===== src/rtl/ibex_register_file_fpga_sb.sv =====
// Register file for FPGA targets: an init sequence fills the array with
// WordZeroVal, then one write port, three async read ports and per-register busy bits.
module ibex_register_file_fpga_sb #(
  parameter bit                   RV32E       = 1'b0,
  parameter int unsigned          DataWidth   = 32,
  parameter logic [DataWidth-1:0] WordZeroVal = '0,
  parameter bit                   WriteBypass = 1'b0
) (
  input  logic                 clk_i,
  input  logic                 rst_i,
  input  logic [4:0]           raddr_a_i,
  input  logic [4:0]           raddr_b_i,
  input  logic [4:0]           raddr_c_i,
  output logic [DataWidth-1:0] rdata_a_o,
  output logic [DataWidth-1:0] rdata_b_o,
  output logic [DataWidth-1:0] rdata_c_o,
  input  logic [4:0]           waddr_a_i,
  input  logic [DataWidth-1:0] wdata_a_i,
  input  logic                 we_a_i,
  input  logic                 busy_set_i,
  input  logic [4:0]           busy_set_addr_i,
  output logic                 busy_a_o,
  output logic                 busy_b_o,
  output logic                 busy_c_o,
  output logic                 init_done_o,
  output logic [DataWidth-1:0] ra_o
);

  localparam int unsigned      NumWords = RV32E ? 16 : 32;
  localparam int unsigned      AddrW    = $clog2(NumWords);
  localparam logic [AddrW-1:0] LastIdx  = AddrW'(NumWords - 1);

  typedef enum logic {INIT, RUN} state_e;

  state_e               state_q;
  logic [AddrW-1:0]     cnt_q;
  logic                 init_done_q;
  logic [DataWidth-1:0] mem [NumWords];
  logic [NumWords-1:0]  busy_q;

  logic                 we_valid;
  logic                 set_valid;
  logic [4:0]           raddr [3];
  logic [DataWidth-1:0] rdata [3];
  logic                 rbusy [3];

  // Address 0 is hardwired to zero; RV32E has no registers with bit 4 set.
  function automatic logic addr_valid(input logic [4:0] a);
    return (a != 5'd0) && !(RV32E && a[4]);
  endfunction

  assign we_valid  = (state_q == RUN) && we_a_i && addr_valid(waddr_a_i);
  assign set_valid = (state_q == RUN) && busy_set_i && addr_valid(busy_set_addr_i);

  always_ff @(posedge clk_i) begin
    if (rst_i) begin
      state_q     <= INIT;
      cnt_q       <= AddrW'(1);
      init_done_q <= 1'b0;
    end else if (state_q == INIT) begin
      cnt_q <= cnt_q + AddrW'(1);
      if (cnt_q == LastIdx) begin
        state_q     <= RUN;
        init_done_q <= 1'b1;
      end
    end
  end

  // No reset on the array itself so it can map onto distributed RAM.
  always_ff @(posedge clk_i) begin
    if (!rst_i) begin
      if (state_q == INIT) begin
        mem[cnt_q] <= WordZeroVal;
      end else if (we_valid) begin
        mem[waddr_a_i[AddrW-1:0]] <= wdata_a_i;
      end
    end
  end

  // The set is scheduled after the clear so a same-address collision leaves it set.
  always_ff @(posedge clk_i) begin
    if (rst_i) begin
      busy_q <= '0;
    end else begin
      if (we_valid) begin
        busy_q[waddr_a_i[AddrW-1:0]] <= 1'b0;
      end
      if (set_valid) begin
        busy_q[busy_set_addr_i[AddrW-1:0]] <= 1'b1;
      end
    end
  end

  assign raddr = '{raddr_a_i, raddr_b_i, raddr_c_i};

  always_comb begin
    for (int p = 0; p < 3; p++) begin
      rdata[p] = '0;
      rbusy[p] = 1'b0;
      if (addr_valid(raddr[p])) begin
        rbusy[p] = busy_q[raddr[p][AddrW-1:0]];
        if (state_q == INIT) begin
          rdata[p] = WordZeroVal;
        end else if (WriteBypass && we_valid && (waddr_a_i == raddr[p])) begin
          rdata[p] = wdata_a_i;
        end else begin
          rdata[p] = mem[raddr[p][AddrW-1:0]];
        end
      end
    end
  end

  assign rdata_a_o   = rdata[0];
  assign rdata_b_o   = rdata[1];
  assign rdata_c_o   = rdata[2];
  assign busy_a_o    = rbusy[0];
  assign busy_b_o    = rbusy[1];
  assign busy_c_o    = rbusy[2];
  assign init_done_o = init_done_q;
  assign ra_o        = (state_q == INIT) ? WordZeroVal : mem[AddrW'(1)];

endmodule


===== config.mk =====
export PLATFORM = sky130hd
export DESIGN_NAME = ibex_register_file_fpga_sb
export DESIGN_NICKNAME = d
export VERILOG_FILES = /design/src/rtl/ibex_register_file_fpga_sb.sv
export SDC_FILE = /design/constraint.sdc
export NUM_CORES = 2
export LEC_CHECK = 0
export CAP_MARGIN = 20
export CORE_ASPECT_RATIO = 0.7
export CORE_MARGIN = 5
export CORE_UTILIZATION = 51
export CTS_CLUSTER_DIAMETER = 60
export DETAILED_ROUTE_END_ITERATION = 6
export GPL_TIMING_DRIVEN = 0
export PLACE_DENSITY = 0.71
export SLEW_MARGIN = 10
export SYNTH_ARGS = -nofsm -noshare
export SYNTH_HDL_FRONTEND = slang
export SYNTH_SLANG_ARGS = --single-unit

===== constraint.sdc =====
create_clock -name clk_i -period 5.4 [get_ports clk_i]
set_clock_uncertainty 0.2 [all_clocks]
set_input_delay 1.08 -clock clk_i [delete_from_list [all_inputs] [get_ports clk_i]]
set_output_delay 1.08 -clock clk_i [all_outputs]
set_load 0.03 [all_outputs]

==> flow_summary.html <==
<table>
<tr><th>Metric</th><th>Value</th></tr>
<tr><th colspan="2">Run status</th></tr>
<tr><td>Result of the run</td><td>finished, violations left</td></tr>
<tr><td>Violations in the final reports</td><td>setup timing</td></tr>
<tr><th colspan="2">Worst setup path</th></tr>
<tr><td>Buf/Inv on CP</td><td>3</td></tr>
<tr><td>Most used cell along the critical path</td><td>clkdlybuf4s50_1</td></tr>
<tr><td>Max stage delay cell, worst path</td><td>clkbuf_1</td></tr>
<tr><td>Worst Setup Start Kind</td><td>input pin</td></tr>
<tr><td>Cell-by-cell trace of the critical path</td><td>clkdlybuf4s50_1, nor2_2, clkbuf_1, a221o_1, a31oi_1, clkdlybuf4s50_1</td></tr>
<tr><td>Reg-to-reg endpoint</td><td>mem[19][25]</td></tr>
<tr><td>Required time of the worst setup path</td><td>4.12 ns</td></tr>
<tr><td>Launch point of the worst path</td><td>raddr_b_i[3]</td></tr>
<tr><td>Maximum net fanout on the critical path</td><td>10</td></tr>
<tr><td>Worst setup path end</td><td>rdata_b_o[28]</td></tr>
<tr><td>Crit path kind</td><td>in2out</td></tr>
<tr><td>FF-to-FF setup slack</td><td>1.14 ns</td></tr>
<tr><td>Critical Path Sink Type</td><td>primary output</td></tr>
<tr><td>R2R depth</td><td>10</td></tr>
<tr><td>Max stage delay on crit path</td><td>0.83 ns</td></tr>
<tr><td>Critical path depth</td><td>6</td></tr>
<tr><td>Reg-to-reg critical path startpoint</td><td>state_q</td></tr>
<tr><td>Largest delay contributor family on the critical path</td><td>buffers and inverters</td></tr>
<tr><td>CP Data Arrival Time</td><td>4.36 ns</td></tr>
<tr><th colspan="2">Logic synthesis</th></tr>
<tr><td>Post-synthesis cell type count</td><td>44</td></tr>
<tr><td>Dominant combinational cell family by area after synthesis</td><td>multiplexers</td></tr>
<tr><td>Library cell occupying the most area in the post-synthesis netlist</td><td>edfxtp_1</td></tr>
<tr><td>Cell Area, Synth</td><td>0.0581 mm2</td></tr>
<tr><td>Number of flops mapped to enable cells by yosys</td><td>1024</td></tr>
<tr><td>Share of synthesized area occupied by flip-flops and latches</td><td>54.2%</td></tr>
<tr><td>Count of warnings emitted by yosys</td><td>0</td></tr>
<tr><td>Net count after synthesis</td><td>3396</td></tr>
<tr><td>Area fraction of the dominant cell type after synthesis</td><td>52.9%</td></tr>
<tr><td>Yosys reg bits</td><td>1062</td></tr>
<tr><td>Cell types occupying the most area after synthesis</td><td>edfxtp_1 53%, mux4_2 27%, mux2i_1 6.8%, a221o_1 1.7%, a221oi_1 1.6%</td></tr>
<tr><td>Fraction of synthesis flops using an asynchronous set or reset pin</td><td>0%</td></tr>
<tr><td>Xor and xnor fraction of the mapped netlist area</td><td>0.0452%</td></tr>
<tr><td>Adder-Cell Fraction of Synth Area</td><td>0.0431%</td></tr>
<tr><td>Basic-gate share of the synthesized area counting and, or, nand and nor cells</td><td>2.75%</td></tr>
<tr><td>Synthesized area per cell</td><td>17.4 um2</td></tr>
<tr><td>Main flop type after synthesis</td><td>edfxtp_1</td></tr>
<tr><td>Share of cell area taken by muxes after synthesis</td><td>33.9%</td></tr>
<tr><td>Synthesized-area fraction occupied by ao, oa, aoi and oai cells</td><td>6.47%</td></tr>
<tr><td>Synthesized instance count</td><td>3333</td></tr>
<tr><th colspan="2">Timing</th></tr>
<tr><td>Relative slew margins</td><td>13.0%</td></tr>
<tr><td>Setup repair after global routing missed its margin</td><td>yes</td></tr>
<tr><td>Transition time at the pin with the least slew margin</td><td>1.30 ns</td></tr>
<tr><td>Final setup slack of the worst path</td><td>-0.239 ns</td></tr>
<tr><td>Final Critical Period</td><td>5.64 ns</td></tr>
<tr><td>Hold violation total from the final report</td><td>0</td></tr>
<tr><td>Final max-slew violation count</td><td>0</td></tr>
<tr><td>Fmax</td><td>177 MHz</td></tr>
<tr><td>Final-report setup violation count</td><td>56</td></tr>
<tr><td>Share of the clock period used by the worst path</td><td>104%</td></tr>
<tr><th colspan="2">Place</th></tr>
<tr><td>Total placed cells including tap cells</td><td>5216</td></tr>
<tr><td>Final RePlAce weighted congestion</td><td>1.03</td></tr>
<tr><td>Cell area reported after detailed placement</td><td>0.0638 mm2</td></tr>
<tr><td>IO Port Bufs</td><td>177</td></tr>
<tr><td>Total half-perimeter wirelength after legalization and detailed placement</td><td>175000 um</td></tr>
<tr><th colspan="2">Floorplanning</th></tr>
<tr><td>Core Rows</td><td>103</td></tr>
<tr><td>Die area</td><td>0.121 mm2</td></tr>
<tr><td>Total core area</td><td>0.113 mm2</td></tr>
<tr><td>Horizontal die dimension</td><td>413 um</td></tr>
<tr><td>Initial core utilization</td><td>51.5%</td></tr>
<tr><td>IO Pins</td><td>193</td></tr>
<tr><td>Die Ht</td><td>292 um</td></tr>
<tr><th colspan="2">Job</th></tr>
<tr><td># Max-Cap Violations</td><td>0</td></tr>
<tr><th colspan="2">Clock tree</th></tr>
<tr><td>CTS buffer count</td><td>106</td></tr>
<tr><td>Clock root buffer master</td><td>clkbuf_16</td></tr>
<tr><td>H-tree levels</td><td>3</td></tr>
<tr><td>Clock-pin slew reported for the worst setup and hold paths after clock tree synthesis</td><td>0.06 ns</td></tr>
<tr><td>Clk_lat worst skew</td><td>0.75 ns</td></tr>
<tr><td>TritonCTS sink count</td><td>1062</td></tr>
<tr><td>Clock tree from TritonCTS</td><td>yes</td></tr>
<tr><td>Buffer levels on the longest clock path</td><td>3</td></tr>
<tr><th colspan="2">Drt</th></tr>
<tr><td>Count of routing violations after the opening detailed-route iteration</td><td>9633</td></tr>
<tr><td>Via total after detailed routing</td><td>43900</td></tr>
<tr><td>Number of nets still failing antenna checks after routing</td><td>0</td></tr>
<tr><td>Wire per inst</td><td>44.8 um</td></tr>
<tr><td>DRC violation count after routing</td><td>0</td></tr>
<tr><td>Initial DRT Pass Iterations</td><td>7</td></tr>
<tr><td>Post-Route WL</td><td>244000 um</td></tr>
<tr><td>Vias/cell</td><td>8.06</td></tr>
<tr><th colspan="2">Cells and area</th></tr>
<tr><td>Filler cell count</td><td>8305</td></tr>
<tr><td>Fraction of final layout cells sized beyond drive strength 1</td><td>35.4%</td></tr>
<tr><td>Area of the multi-input gates</td><td>0.0255 mm2</td></tr>
<tr><td>Area Overhead vs Synth</td><td>16.9%</td></tr>
<tr><td>Non-Filler Cell Area, Final</td><td>0.0679 mm2</td></tr>
<tr><td>Sequential Area</td><td>0.0315 mm2</td></tr>
<tr><td>Post-layout net count</td><td>3885</td></tr>
<tr><td>Non-Filler Instances</td><td>5444</td></tr>
<tr><th colspan="2">Pwr</th></tr>
<tr><td>Switching share of power</td><td>25.8%</td></tr>
<tr><td>Logic pwr share</td><td>11.0%</td></tr>
<tr><td>Power share of the clock group</td><td>40.6%</td></tr>
<tr><td>Part of the power in registers</td><td>48.4%</td></tr>
<tr><td>Switching power total</td><td>4830 uW</td></tr>
<tr><td>Leakage</td><td>0.0213 uW</td></tr>
<tr><td>Internal power</td><td>13900 uW</td></tr>
<tr><td>Cell Pwr Density</td><td>275 mW/mm2</td></tr>
<tr><td>Worst voltage drop across the vdd grid</td><td>0.000273 V</td></tr>
<tr><th colspan="2">Global routing</th></tr>
<tr><td>Global-route wire length before repair</td><td>329000 um</td></tr>
<tr><td>Number of global-route vias before repair</td><td>40800</td></tr>
<tr><td>Tot GR Track Use</td><td>39.7%</td></tr>
<tr><td>Number of antenna violations at the first check in global routing</td><td>3</td></tr>
<tr><td>Final global-route overflow total</td><td>0</td></tr>
<tr><td>Largest net degree at the start of global routing</td><td>33</td></tr>
<tr><th colspan="2">Hold path</th></tr>
<tr><td>Hold/Removal Path Class</td><td>reg2reg</td></tr>
</table>
-- power groups by stage --
stage / combinational [uW] / sequential (uW) / clock [uW]
3_3_place_gp: 1820 / 9240 / 0
6_report: 2050 / 9050 / 7580
4_1_cts: 1910 / 9050 / 7490
2_1_floorplan: 1100 / 9210 / 0
3_5_place_dp: 1880 / 9230 / 0
5_1_grt: 2030 / 9060 / 7860
-- metrics by stage --
step	total power (uW)	worst slack, ns	hold WS, ns	TNS [ns]	util [%]
finish	18700	-0.239	0.292	-5.01	60.2
floorplan	10300	0.154	0.270	0	-
detailed placement	11100	-1.31	0.275	-82.92	56.5
global placement	11100	-4.89	0.252	-4667.93	54.7
CTS	18500	0.00481	0.293	0	59.8
global route	19000	-0.0218	0.330	-0.0440	60.2
-- placed cells by master (no fill, tap or decap), drive strengths merged, types with 34 or more instances in the layout --
| cell | count |
|---|---|
| nor3 | 36 |
| a21oi | 98 |
| mux2i | 393 |
| buf | 372 |
| edfxtp | 1024 |
| clkdlybuf4s50 | 98 |
| o2111ai | 56 |
| clkinv | 48 |
| a22oi | 34 |
| nand2 | 156 |
| dlygate4sd2 | 68 |
| dfxtp | 38 |
| a221oi | 104 |
| a221o | 98 |
| o21ai | 71 |
| and2 | 67 |
| mux4 | 695 |
| clkbuf | 275 |
-- area by class of cell --
| type | count | share of cell area [%] |
|---|---|---|
| tap | 1522 | 2.80 |
| clock buffer | 129 | 4.14 |
| clock inverter | 67 | 0.889 |
| timing repair buffer | 385 | 5.66 |
| buffer | 313 | 2.53 |
| antenna | 12 | 0.0442 |
| inverter | 10 | 0.0552 |
| multi-input combinational | 1944 | 37.5 |
| sequential | 1062 | 46.4 |
-- sequential cells by signal (all words and copies together) (netlist names) --
| name | flops |
|---|---|
| mem | 1024 |
| busy_q | 31 |
| init_done_o | 1 |
| cnt_q | 5 |
| state_q | 1 |
-- cell families (layout without fill, tap and decap cells) --
group / count (synthesis) / in the layout
simple gates: 338 / 338
buf+inv: 327 / 904
other cells: 0 / 12
flops: 1062 / 1062
xor+xnor: 3 / 3
mux: 1099 / 1099
fa+ha+maj: 2 / 2
compound gates: 502 / 502
-- metal layers --
metal,global-route usage [%],vias to the layer above,share of wire (%)
li1,-,15500,-
met1,53.1,21900,33
met2,50.0,5390,38
met3,23.5,1035,21
met4,21.6,8,7.5
met5,0.666,-,0.059
-- tightest hold or removal path, cell delays in order (launching register included) --
cell and delay (ns):
dfxtp_1 0.34, a21oi_1 0.05, nor2_1 0.07
-- how the worst min path moves through the flow --
stage / start / endpoint / depth (start not counted)
detailed placement: init_done_o / init_done_o / 2
floorplan: busy_q[12] / busy_q[12] / 2
CTS: init_done_o / init_done_o / 2
global placement: init_done_o / init_done_o / 2
global route: busy_q[17] / busy_q[17] / 2
finish: init_done_o / init_done_o / 2
-- synth_stat cells, drive strengths merged (3+ instances only) --
| library cell | n |
|---|---|
| edfxtp | 1024 |
| mux4 | 695 |
| mux2i | 393 |
| buf | 175 |
| nand2 | 156 |
| clkbuf | 142 |
| a221oi | 104 |
| a21oi | 98 |
| a221o | 98 |
| o21ai | 71 |
| and2 | 67 |
| o2111ai | 56 |
| dfxtp | 38 |
| nor3 | 36 |
| a22oi | 34 |
| a31oi | 32 |
| nor2 | 32 |
| nor2b | 23 |
| mux2 | 11 |
| inv | 8 |
| nand3 | 6 |
| nand2b | 4 |
| nand4 | 4 |
| a31o | 3 |
| and3 | 3 |
-- timing repair --
item,in CTS,in global routing
endpoints found under the setup margin,107,47
buffers inserted,1,0
gates resized for setup,226,60
hold buffers,0,0
pin swaps,1,0
Note: power is estimated with default switching activity, not from simulation.
